==> config.mk <==
export PLATFORM = sky130hd
export DESIGN_NAME = uart_mmio
export DESIGN_NICKNAME = d
export VERILOG_FILES = /design/src/rtl/uart_mmio.sv
export SDC_FILE = /design/constraint.sdc
export NUM_CORES = 1
export LEC_CHECK = 0
export BUFFER_PORTS_ARGS = -buffer_cell sky130_fd_sc_hd__buf_2
export CAP_MARGIN = 20
export CORE_ASPECT_RATIO = 0.9
export CORE_MARGIN = 5
export CORE_UTILIZATION = 50
export CTS_CLUSTER_DIAMETER = 50
export DETAILED_ROUTE_END_ITERATION = 8
export PLACE_DENSITY = 0.77
export SLEW_MARGIN = 5
export SYNTH_ARGS = -nofsm -noshare
export SYNTH_HDL_FRONTEND = slang
export SYNTH_SLANG_ARGS = --single-unit
==> constraint.sdc <==
create_clock -name clk -period 4.3 [get_ports clk]
set_input_delay 0.215 -clock clk [delete_from_list [all_inputs] [get_ports clk]]
set_output_delay 0.215 -clock clk [all_outputs]
set_load 0.02 [all_outputs]
==> src/rtl/uart_mmio.sv <==
// Memory-mapped UART with TX buffer, RX double-flop synchronizer and level IRQ.
// Define UART_MMIO_TX_FIFO_EN for a TX_DEPTH-entry TX FIFO; otherwise a single holding register is used.
module uart_mmio #(
   parameter int CLKS_PER_BIT = 868,
   parameter int TX_DEPTH     = 4
) (
   input  logic        clk,
   input  logic        reset,
   input  logic        MemRead,
   input  logic        MemWrite,
   input  logic [31:0] address,
   input  logic [31:0] write_data,
   output logic [31:0] read_data,
   input  logic        Rx_Serial,
   output logic        Tx_Serial,
   output logic        IRQ
);

   localparam logic [31:0] ADDR_TXD = 32'h4000_0018;
   localparam logic [31:0] ADDR_RXD = 32'h4000_001C;
   localparam logic [31:0] ADDR_CON = 32'h4000_0020;
   localparam int          CW       = $clog2(CLKS_PER_BIT);
   localparam logic [CW-1:0] BIT_LAST  = CW'(CLKS_PER_BIT - 1);
   localparam logic [CW-1:0] HALF_LAST = CW'(CLKS_PER_BIT / 2 - 1);

   typedef enum logic [1:0] {IDLE, START, DATA, STOP} uart_state_t;

   logic wr_txd, wr_con, rd_rxd;
   logic tx_push, tx_pop, tx_full, tx_empty, tx_busy;
   logic [7:0] tx_head;
   logic tx_irq_en, rx_irq_en;
   logic [7:0] rx_data;
   logic rx_valid, rx_overrun, rx_load;
   logic unused_bits;

   assign wr_txd      = MemWrite && (address == ADDR_TXD);
   assign wr_con      = MemWrite && (address == ADDR_CON);
   assign rd_rxd      = MemRead  && (address == ADDR_RXD);
   assign unused_bits = &{1'b0, write_data[31:8]};

`ifdef UART_MMIO_TX_FIFO_EN
   localparam int AW = (TX_DEPTH > 1) ? $clog2(TX_DEPTH) : 1;
   localparam logic [AW:0] FIFO_FULL = (AW+1)'(TX_DEPTH);

   logic [7:0]    fifo_mem [TX_DEPTH];
   logic [AW-1:0] wr_ptr, rd_ptr;
   logic [AW:0]   fifo_count;

   assign tx_full  = (fifo_count == FIFO_FULL);
   assign tx_empty = (fifo_count == '0);
   assign tx_head  = fifo_mem[rd_ptr];
   assign tx_push  = wr_txd && (!tx_full || tx_pop);

   always_ff @(posedge clk) begin
      if (tx_push) fifo_mem[wr_ptr] <= write_data[7:0];
   end

   always_ff @(posedge clk or negedge reset) begin
      if (!reset) begin
         wr_ptr     <= '0;
         rd_ptr     <= '0;
         fifo_count <= '0;
      end else begin
         if (tx_push) wr_ptr <= wr_ptr + 1'b1;
         if (tx_pop)  rd_ptr <= rd_ptr + 1'b1;
         case ({tx_push, tx_pop})
            2'b10:   fifo_count <= fifo_count + 1'b1;
            2'b01:   fifo_count <= fifo_count - 1'b1;
            default: fifo_count <= fifo_count;
         endcase
      end
   end
`else
   logic [7:0] hold_data;
   logic       hold_valid;

   assign tx_full  = hold_valid;
   assign tx_empty = !hold_valid;
   assign tx_head  = hold_data;
   assign tx_push  = wr_txd && (!hold_valid || tx_pop);

   always_ff @(posedge clk or negedge reset) begin
      if (!reset) begin
         hold_data  <= 8'h00;
         hold_valid <= 1'b0;
      end else if (tx_push) begin
         hold_data  <= write_data[7:0];
         hold_valid <= 1'b1;
      end else if (tx_pop) begin
         hold_valid <= 1'b0;
      end
   end
`endif

   uart_state_t tx_state, tx_next;
   logic [CW-1:0] tx_cnt, tx_cnt_n;
   logic [2:0]    tx_bit, tx_bit_n;
   logic [7:0]    tx_shift, tx_shift_n;

   assign tx_busy = (tx_state != IDLE);

   // The line register lags the state by one cycle, so each bit still lasts CLKS_PER_BIT cycles.
   always_ff @(posedge clk or negedge reset) begin
      if (!reset) begin
         tx_state  <= IDLE;
         tx_cnt    <= '0;
         tx_bit    <= 3'd0;
         tx_shift  <= 8'h00;
         Tx_Serial <= 1'b1;
      end else begin
         tx_state  <= tx_next;
         tx_cnt    <= tx_cnt_n;
         tx_bit    <= tx_bit_n;
         tx_shift  <= tx_shift_n;
         Tx_Serial <= (tx_state == START) ? 1'b0 :
                      (tx_state == DATA)  ? tx_shift[0] : 1'b1;
      end
   end

   always_comb begin
      tx_next    = tx_state;
      tx_cnt_n   = tx_cnt;
      tx_bit_n   = tx_bit;
      tx_shift_n = tx_shift;
      tx_pop     = 1'b0;
      case (tx_state)
         IDLE: begin
            tx_cnt_n = '0;
            if (!tx_empty) begin
               tx_pop     = 1'b1;
               tx_shift_n = tx_head;
               tx_next    = START;
            end
         end
         START: begin
            if (tx_cnt == BIT_LAST) begin
               tx_cnt_n = '0;
               tx_bit_n = 3'd0;
               tx_next  = DATA;
            end else begin
               tx_cnt_n = tx_cnt + 1'b1;
            end
         end
         DATA: begin
            if (tx_cnt == BIT_LAST) begin
               tx_cnt_n   = '0;
               tx_shift_n = {1'b0, tx_shift[7:1]};
               if (tx_bit == 3'd7) tx_next = STOP;
               else                tx_bit_n = tx_bit + 3'd1;
            end else begin
               tx_cnt_n = tx_cnt + 1'b1;
            end
         end
         STOP: begin
            if (tx_cnt == BIT_LAST) begin
               tx_cnt_n = '0;
               // Chain straight into the next frame when more data is waiting.
               if (!tx_empty) begin
                  tx_pop     = 1'b1;
                  tx_shift_n = tx_head;
                  tx_next    = START;
               end else begin
                  tx_next = IDLE;
               end
            end else begin
               tx_cnt_n = tx_cnt + 1'b1;
            end
         end
         default: tx_next = IDLE;
      endcase
   end

   // Sync flops reset low so a line held low across reset is not mistaken for a start bit.
   logic rx_s1, rx_s2, rx_prev;
   uart_state_t rx_state, rx_next;
   logic [CW-1:0] rx_cnt, rx_cnt_n;
   logic [2:0]    rx_bit, rx_bit_n;
   logic [7:0]    rx_shift, rx_shift_n;

   always_ff @(posedge clk or negedge reset) begin
      if (!reset) begin
         rx_s1    <= 1'b0;
         rx_s2    <= 1'b0;
         rx_prev  <= 1'b0;
         rx_state <= IDLE;
         rx_cnt   <= '0;
         rx_bit   <= 3'd0;
         rx_shift <= 8'h00;
      end else begin
         rx_s1    <= Rx_Serial;
         rx_s2    <= rx_s1;
         rx_prev  <= rx_s2;
         rx_state <= rx_next;
         rx_cnt   <= rx_cnt_n;
         rx_bit   <= rx_bit_n;
         rx_shift <= rx_shift_n;
      end
   end

   always_comb begin
      rx_next    = rx_state;
      rx_cnt_n   = rx_cnt;
      rx_bit_n   = rx_bit;
      rx_shift_n = rx_shift;
      rx_load    = 1'b0;
      case (rx_state)
         IDLE: begin
            rx_cnt_n = '0;
            if (rx_prev && !rx_s2) rx_next = START;
         end
         START: begin
            if (rx_cnt == HALF_LAST) begin
               rx_cnt_n = '0;
               rx_bit_n = 3'd0;
               rx_next  = rx_s2 ? IDLE : DATA;
            end else begin
               rx_cnt_n = rx_cnt + 1'b1;
            end
         end
         DATA: begin
            if (rx_cnt == BIT_LAST) begin
               rx_cnt_n   = '0;
               rx_shift_n = {rx_s2, rx_shift[7:1]};
               if (rx_bit == 3'd7) rx_next = STOP;
               else                rx_bit_n = rx_bit + 3'd1;
            end else begin
               rx_cnt_n = rx_cnt + 1'b1;
            end
         end
         STOP: begin
            if (rx_cnt == BIT_LAST) begin
               rx_cnt_n = '0;
               rx_load  = rx_s2;
               rx_next  = IDLE;
            end else begin
               rx_cnt_n = rx_cnt + 1'b1;
            end
         end
         default: rx_next = IDLE;
      endcase
   end

   // A new byte wins over a same-edge RXD read; overrun only if the old byte was left unread.
   always_ff @(posedge clk or negedge reset) begin
      if (!reset) begin
         rx_data    <= 8'h00;
         rx_valid   <= 1'b0;
         rx_overrun <= 1'b0;
         tx_irq_en  <= 1'b0;
         rx_irq_en  <= 1'b0;
      end else begin
         if (wr_con) begin
            tx_irq_en <= write_data[0];
            rx_irq_en <= write_data[1];
            if (write_data[4]) rx_overrun <= 1'b0;
         end
         if (rx_load) begin
            rx_data  <= rx_shift;
            rx_valid <= 1'b1;
            if (rx_valid && !rd_rxd) rx_overrun <= 1'b1;
         end else if (rd_rxd) begin
            rx_valid <= 1'b0;
         end
      end
   end

   always_comb begin
      read_data = 32'h0;
      if (MemRead) begin
         if (address == ADDR_RXD)
            read_data = {24'h0, rx_data};
         else if (address == ADDR_CON)
            read_data = {26'h0, tx_full, rx_overrun, rx_valid, tx_busy, rx_irq_en, tx_irq_en};
      end
   end

   assign IRQ = (rx_irq_en && rx_valid) || (tx_irq_en && tx_empty && !tx_busy);

endmodule

==> results of run 1 <==
-- layout by cell type (no fill, tap or decap), types with 3 or more instances in the layout --
master	count
a211oi_1	3
a22o_1	10
and2_1	4
and3_1	4
buf_2	54
clkbuf_8	10
conb_1	24
dfrtp_1	70
ha_1	13
inv_1	16
mux2_2	40
mux2i_1	4
nand2_1	8
nand3_1	12
nand4_1	12
nor2_1	28
nor2b_1	3
nor3_1	3
nor4_1	6
nor4b_1	3
o21ai_0	4
o22ai_1	3
xnor2_1	3
xor2_1	12
-- cell families after synthesis --
group / share of synthesized area
buf+inv: 0.0740
simple gates: 0.148
mux: 0.133
other cells: 0.00102
flops: 0.482
compound gates: 0.0821
xor+xnor: 0.0356
fa+ha+maj: 0.0441
-- final cells by class --
| type | instances | area (µm²) |
|---|---|---|
| clock buffer | 11 | 141 |
| clock inverter | 5 | 81.3 |
| fill | 583 | 2920 |
| inverter | 16 | 60.1 |
| multi-input combinational | 228 | 1720 |
| sequential | 71 | 1780 |
| tap | 93 | 116 |
| timing repair buffer | 57 | 298 |
-- path summary, 6_finish.rpt --
kind	end	cells past startpoint	slack, ps
max	read_data[1]	6	1760
min	hold_data[6]$_DFFE_PN0P_	2	100
max reg2reg	hold_data[0]$_DFFE_PN0P_	5	1860
min reg2reg	rx_s2$_DFF_PN0_	0	360
max in group asynchronous	rx_overrun$_DFF_PN0_	3	2870
min in group asynchronous	hold_data[4]$_DFFE_PN0P_	2	490
-- stage by stage --
stage	instance area [µm²]	utilization	instances	power, mW	setup slack (ps)
final	4200	0.590	481	1.47	1760
after global routing	4200	0.590	481	1.54	1550
after CTS	4200	0.590	481	1.48	1790
after detailed placement	3950	0.556	463	0.894	1800
after global placement	3950	0.556	463	0.885	1840
after floorplan	3770	-	347	0.854	2200
-- where the power goes --
part | switching (mW) | internal (mW)
Sequential | 0.0456 | 0.694
Combinational | 0.0886 | 0.0540
Clock | 0.242 | 0.343
-- metal layers --
layer  share of wire  global-route usage  wire length [µm]  up-vias
met3           0.052              0.0375               359        7
met2            0.49               0.254              3370       68
met4           0.013              0.0471                88        0
li1                -                   -                 -     1231
met5               0                   0                 0        -
met1            0.45               0.213              3070     1278
-- registers in the layout (all words and copies together), names as in the netlist, 2 cells and up, named ones only --
name / count
rx_shift: 8
tx_bit: 3
tx_state: 2
hold_data: 8
rx_bit: 3
rx_cnt: 10
tx_shift: 8
rx_data: 8
tx_cnt: 10
-- worst max-delay path: stages --
cell and delay (ps):
buf_2 100, nor4b_1 310, nand4_1 370, nor4_2 870, a22o_1 300, buf_2 170
==> results_dict.tcl, run 1 <==
set metrics [dict create \
    status "completed" \
    nets 465 \
    initial_core_util 0.518 \
    post_cts_buffers 0 \
    ir_worst_vdd_uv 250 \
    finalHoldViolCount 0 \
    crit_arrival_ps 2330 \
    clk_latency_ps 340 \
    max_freq_ghz 0.394 \
    die_h_um 91.5 \
    whs_ps 102 \
    htreeDepth 3 \
    synth_edf_count 0 \
    r2r-start "tx_cnt[0]$_DFF_PN0_" \
    synth_cell_types 51 \
    seq_area_frac_synth 0.482 \
    ys_warn_count 0 \
    yosysTopAreaCellShare 0.475 \
    final.period_utilization 0.591 \
    detail_route.wl_per_cell_um 14.3 \
    fin_skew_ps 10.8 \
    placementRows 29 \
    cp-start-kind "input port" \
    ys_top_cells_by_area "dfrtp_1 48%, mux2_2 12%, buf_4 4.9%, ha_1 4.4%, nor2_1 2.9%" \
    drive_above_1_share 0.307 \
    ys_top_cells_by_count "70 x dfrtp_1, 40 x mux2_2, 28 x nor2_1, 24 x buf_4, 16 x inv_1" \
    dp_hpwl_um 5120 \
    cts_hold_buffers 2 \
    max_slew.worst_pin.slew_ps 874 \
    cp-startpoint "address[7]" \
    holdCritPathClass "input port to register" \
    syn_to_final_growth_pct 13.8 \
    synth_area_per_cell_um2 11.4 \
    path_class "input port to output port" \
    endpoint_kind "output port" \
    ctsResizeCount 0 \
    fin_crit_ps 2540 \
    cts_tree "built" \
    synth_seq_cells 71 \
    vias 2584 \
    slew_viol_final 0 \
    required_ps 4090 \
    grt-ovfl-total 0 \
    clk_pin_slew_ps 80 \
    tns_ps 0 \
    drt_wl_total_um 6890 \
    syn_inst 324 \
    track_usage 0.158 \
    numCtsBuffers 9 \
    synthFlopType "dfrtp_1" \
    detail-route-antenna-nets 0 \
    remaining_drc_errors 0 \
    grt_pass1_vias 2556 \
    portBuffers 54 \
    die_area_um2 9190 \
    grt_pass1_wl_um 11900 \
    diodes 0 \
    async_flop_share 1.00 \
    firstDrtPassIters 4 \
    leakage_nw 2.04 \
    drtIter0Drc 101 \
    yosysMostFrequentCell "dfrtp_1" \
    syn_area_um2 3690 \
    synth_top_cell_by_area "dfrtp_1" \
    rsz0062_at_grt "false" \
    cts.sinks 71 \
    critPathMaxFanout 10 \
    die_w_um 101 \
    setup_viol 0 \
    min-delay-start "write_data[6]" \
    pwr_density_cell_nw_per_um2 350 \
    vias_per_cell 5.37 \
    grt_max_degree 39 \
    io_pins 103 \
    gp_congestion 0.788 \
    antenna_found_initial 0 \
    relSlewSlack 0.412 \
    core_um2 7110 \
    clock_path_buffers 2 \
    cts-root-buf "clkbuf_8" \
    maxCapViolCount 0 \
]
(Power assumes the default switching activity.)
==> run 2: changes to the inputs <==
==> constraint.sdc (replaced) <==
create_clock -name clk -period 2.55 [get_ports clk]
set_input_delay 0.1275 -clock clk [delete_from_list [all_inputs] [get_ports clk]]
set_output_delay 0.1275 -clock clk [all_outputs]
set_load 0.02 [all_outputs]
==> run 2 against run 1 <==
  * Sequential share of layout area decreased by 0.65 points
  * Combinational power increased by 79%
  * Highest routed layer unchanged
  * Sequential cell count unchanged
==> results_dict.tcl, run 2 (synthesized netlist as in run 1, its figures left out) <==
set metrics [dict create \
    layout_common_cells "70 x dfrtp_1, 54 x buf_2, 40 x mux2_2" \
    vias 2550 \
    leakage_nw 2.07 \
    detail-route-antenna-nets 0 \
    tns_ps 0 \
    numCtsBuffers 9 \
    firstDrtPassIters 4 \
    ir_worst_vdd_uv 453 \
    cts.sinks 71 \
    grt_pass1_vias 2580 \
    clk_latency_ps 350 \
    maxCapViolCount 0 \
    fin_skew_ps 10.7 \
    initial_core_util 0.518 \
    clock_path_buffers 2 \
    power.total_mw 2.41 \
    ctsResizeCount 0 \
    cp-start-kind "register" \
    grt_max_degree 72 \
    syn_to_final_growth_pct 15.6 \
    drive_above_1_share 0.316 \
    final_common_cell "dfrtp_1" \
    comb_power_share 0.106 \
    whs_ps 23.8 \
    core_um2 7110 \
    holdCritPathClass "input port to register" \
    antenna_found_initial 0 \
    grt-ovfl-total 0 \
    critPathSlowestCell "a211oi_4" \
    detail_route.wl_per_cell_um 14.1 \
    critPathMaxStageDelay_ps 500 \
    dp_hpwl_um 5050 \
    track_usage 0.161 \
    slew_viol_final 0 \
    cp_cell_sequence "ha_1 -> and4b_1 -> nand3_1 -> a211oi_4 -> mux2_2" \
    remaining_drc_errors 0 \
    fin_crit_ps 2270 \
    die_h_um 91.5 \
    io_pins 103 \
    path_class "register to register" \
    drt_wl_total_um 6880 \
    nets 473 \
    gp_congestion 0.749 \
    clk_pin_slew_ps 80 \
    utilization 0.599 \
    cts_tree "built" \
    p_sw_uw 655 \
    portBuffers 54 \
    htreeDepth 3 \
    swShare 0.271 \
    die_w_um 101 \
    crit_family "simple AND/OR/NAND/NOR gates" \
    fillCellCount 589 \
    status "completed" \
    reg_top3 "rx_cnt: 10 flops, tx_cnt: 10 flops" \
    placementRows 29 \
    setup_viol 0 \
    path_buf_inv 0 \
    crit_arrival_ps 2510 \
    max_freq_ghz 0.441 \
    cts-root-buf "clkbuf_8" \
    critPathMaxFanout 8 \
    pwr_density_cell_nw_per_um2 566 \
    power_frac_seq 0.515 \
    drtIter0Drc 115 \
    diodes 0 \
    vias_per_cell 5.21 \
    required_ps 2790 \
    final.period_utilization 0.889 \
    die_area_um2 9190 \
    p_int_mw 1.76 \
    finalHoldViolCount 0 \
    clkPwrFrac 0.379 \
    endpoint_kind "register" \
    grt_pass1_wl_um 12000 \
    rsz0062_at_grt "false" \
]
-- run 2: path summary, 6_finish.rpt --
| check | from | endpoint | slack [ps] | depth (start not counted) |
|---|---|---|---|---|
| hold / removal | write_data[6] | hold_data[6]$_DFFE_PN0P_ | 20 | 2 |
| min in group asynchronous | reset | hold_data[4]$_DFFE_PN0P_ | 330 | 3 |
| hold reg to reg | rx_s1$_DFF_PN0_ | rx_s2$_DFF_PN0_ | 360 | 0 |
| setup reg to reg | tx_cnt[0]$_DFF_PN0_ | tx_shift[1]$_DFFE_PN0P_ | 280 | 5 |
| max in group asynchronous | reset | Tx_Serial$_DFF_PN1_ | 1890 | 3 |
| setup / recovery | tx_cnt[0]$_DFF_PN0_ | tx_shift[1]$_DFFE_PN0P_ | 280 | 5 |
-- run 2: repair_timing --
action,in CTS,in global routing
hold buffers,5,0
buffers inserted,0,0
endpoints found under the hold margin,74,0
-- run 2: cell type report --
type	instances	area, µm²	area share
clock buffer	10	138	0.0323
tap	93	116	0.0273
timing repair buffer	65	378	0.0887
clock inverter	6	70.1	0.0164
sequential	71	1780	0.417
inverter	16	60.1	0.0141
multi-input combinational	228	1720	0.404
-- run 2: per-stage QoR --
step,cell area [µm²],std cells,setup slack [ps]
after floorplan,3770,347,454
after global placement,4000,468,321
after detailed placement,4000,468,270
after CTS,4260,489,245
after global routing,4260,489,88.3
final,4260,489,282
-- run 2: power groups by stage --
stage	registers (mW)	clock network (mW)	logic [mW]
after floorplan	1.23	0	0.213
after global placement	1.26	0	0.247
after detailed placement	1.26	0	0.252
after CTS	1.24	0.934	0.258
after global routing	1.25	0.983	0.289
final	1.24	0.914	0.256
-- run 2: per-layer routing --
| layer | GRT usage | wire length (µm) | part of all wire | up-vias |
|---|---|---|---|---|
| met5 | 0 | 0 | 0 | - |
| met4 | 0.0640 | 95 | 0.014 | 0 |
| met3 | 0.0314 | 327 | 0.048 | 8 |
| met2 | 0.239 | 3180 | 0.46 | 59 |
| met1 | 0.231 | 3270 | 0.48 | 1234 |
| li1 | - | - | - | 1249 |
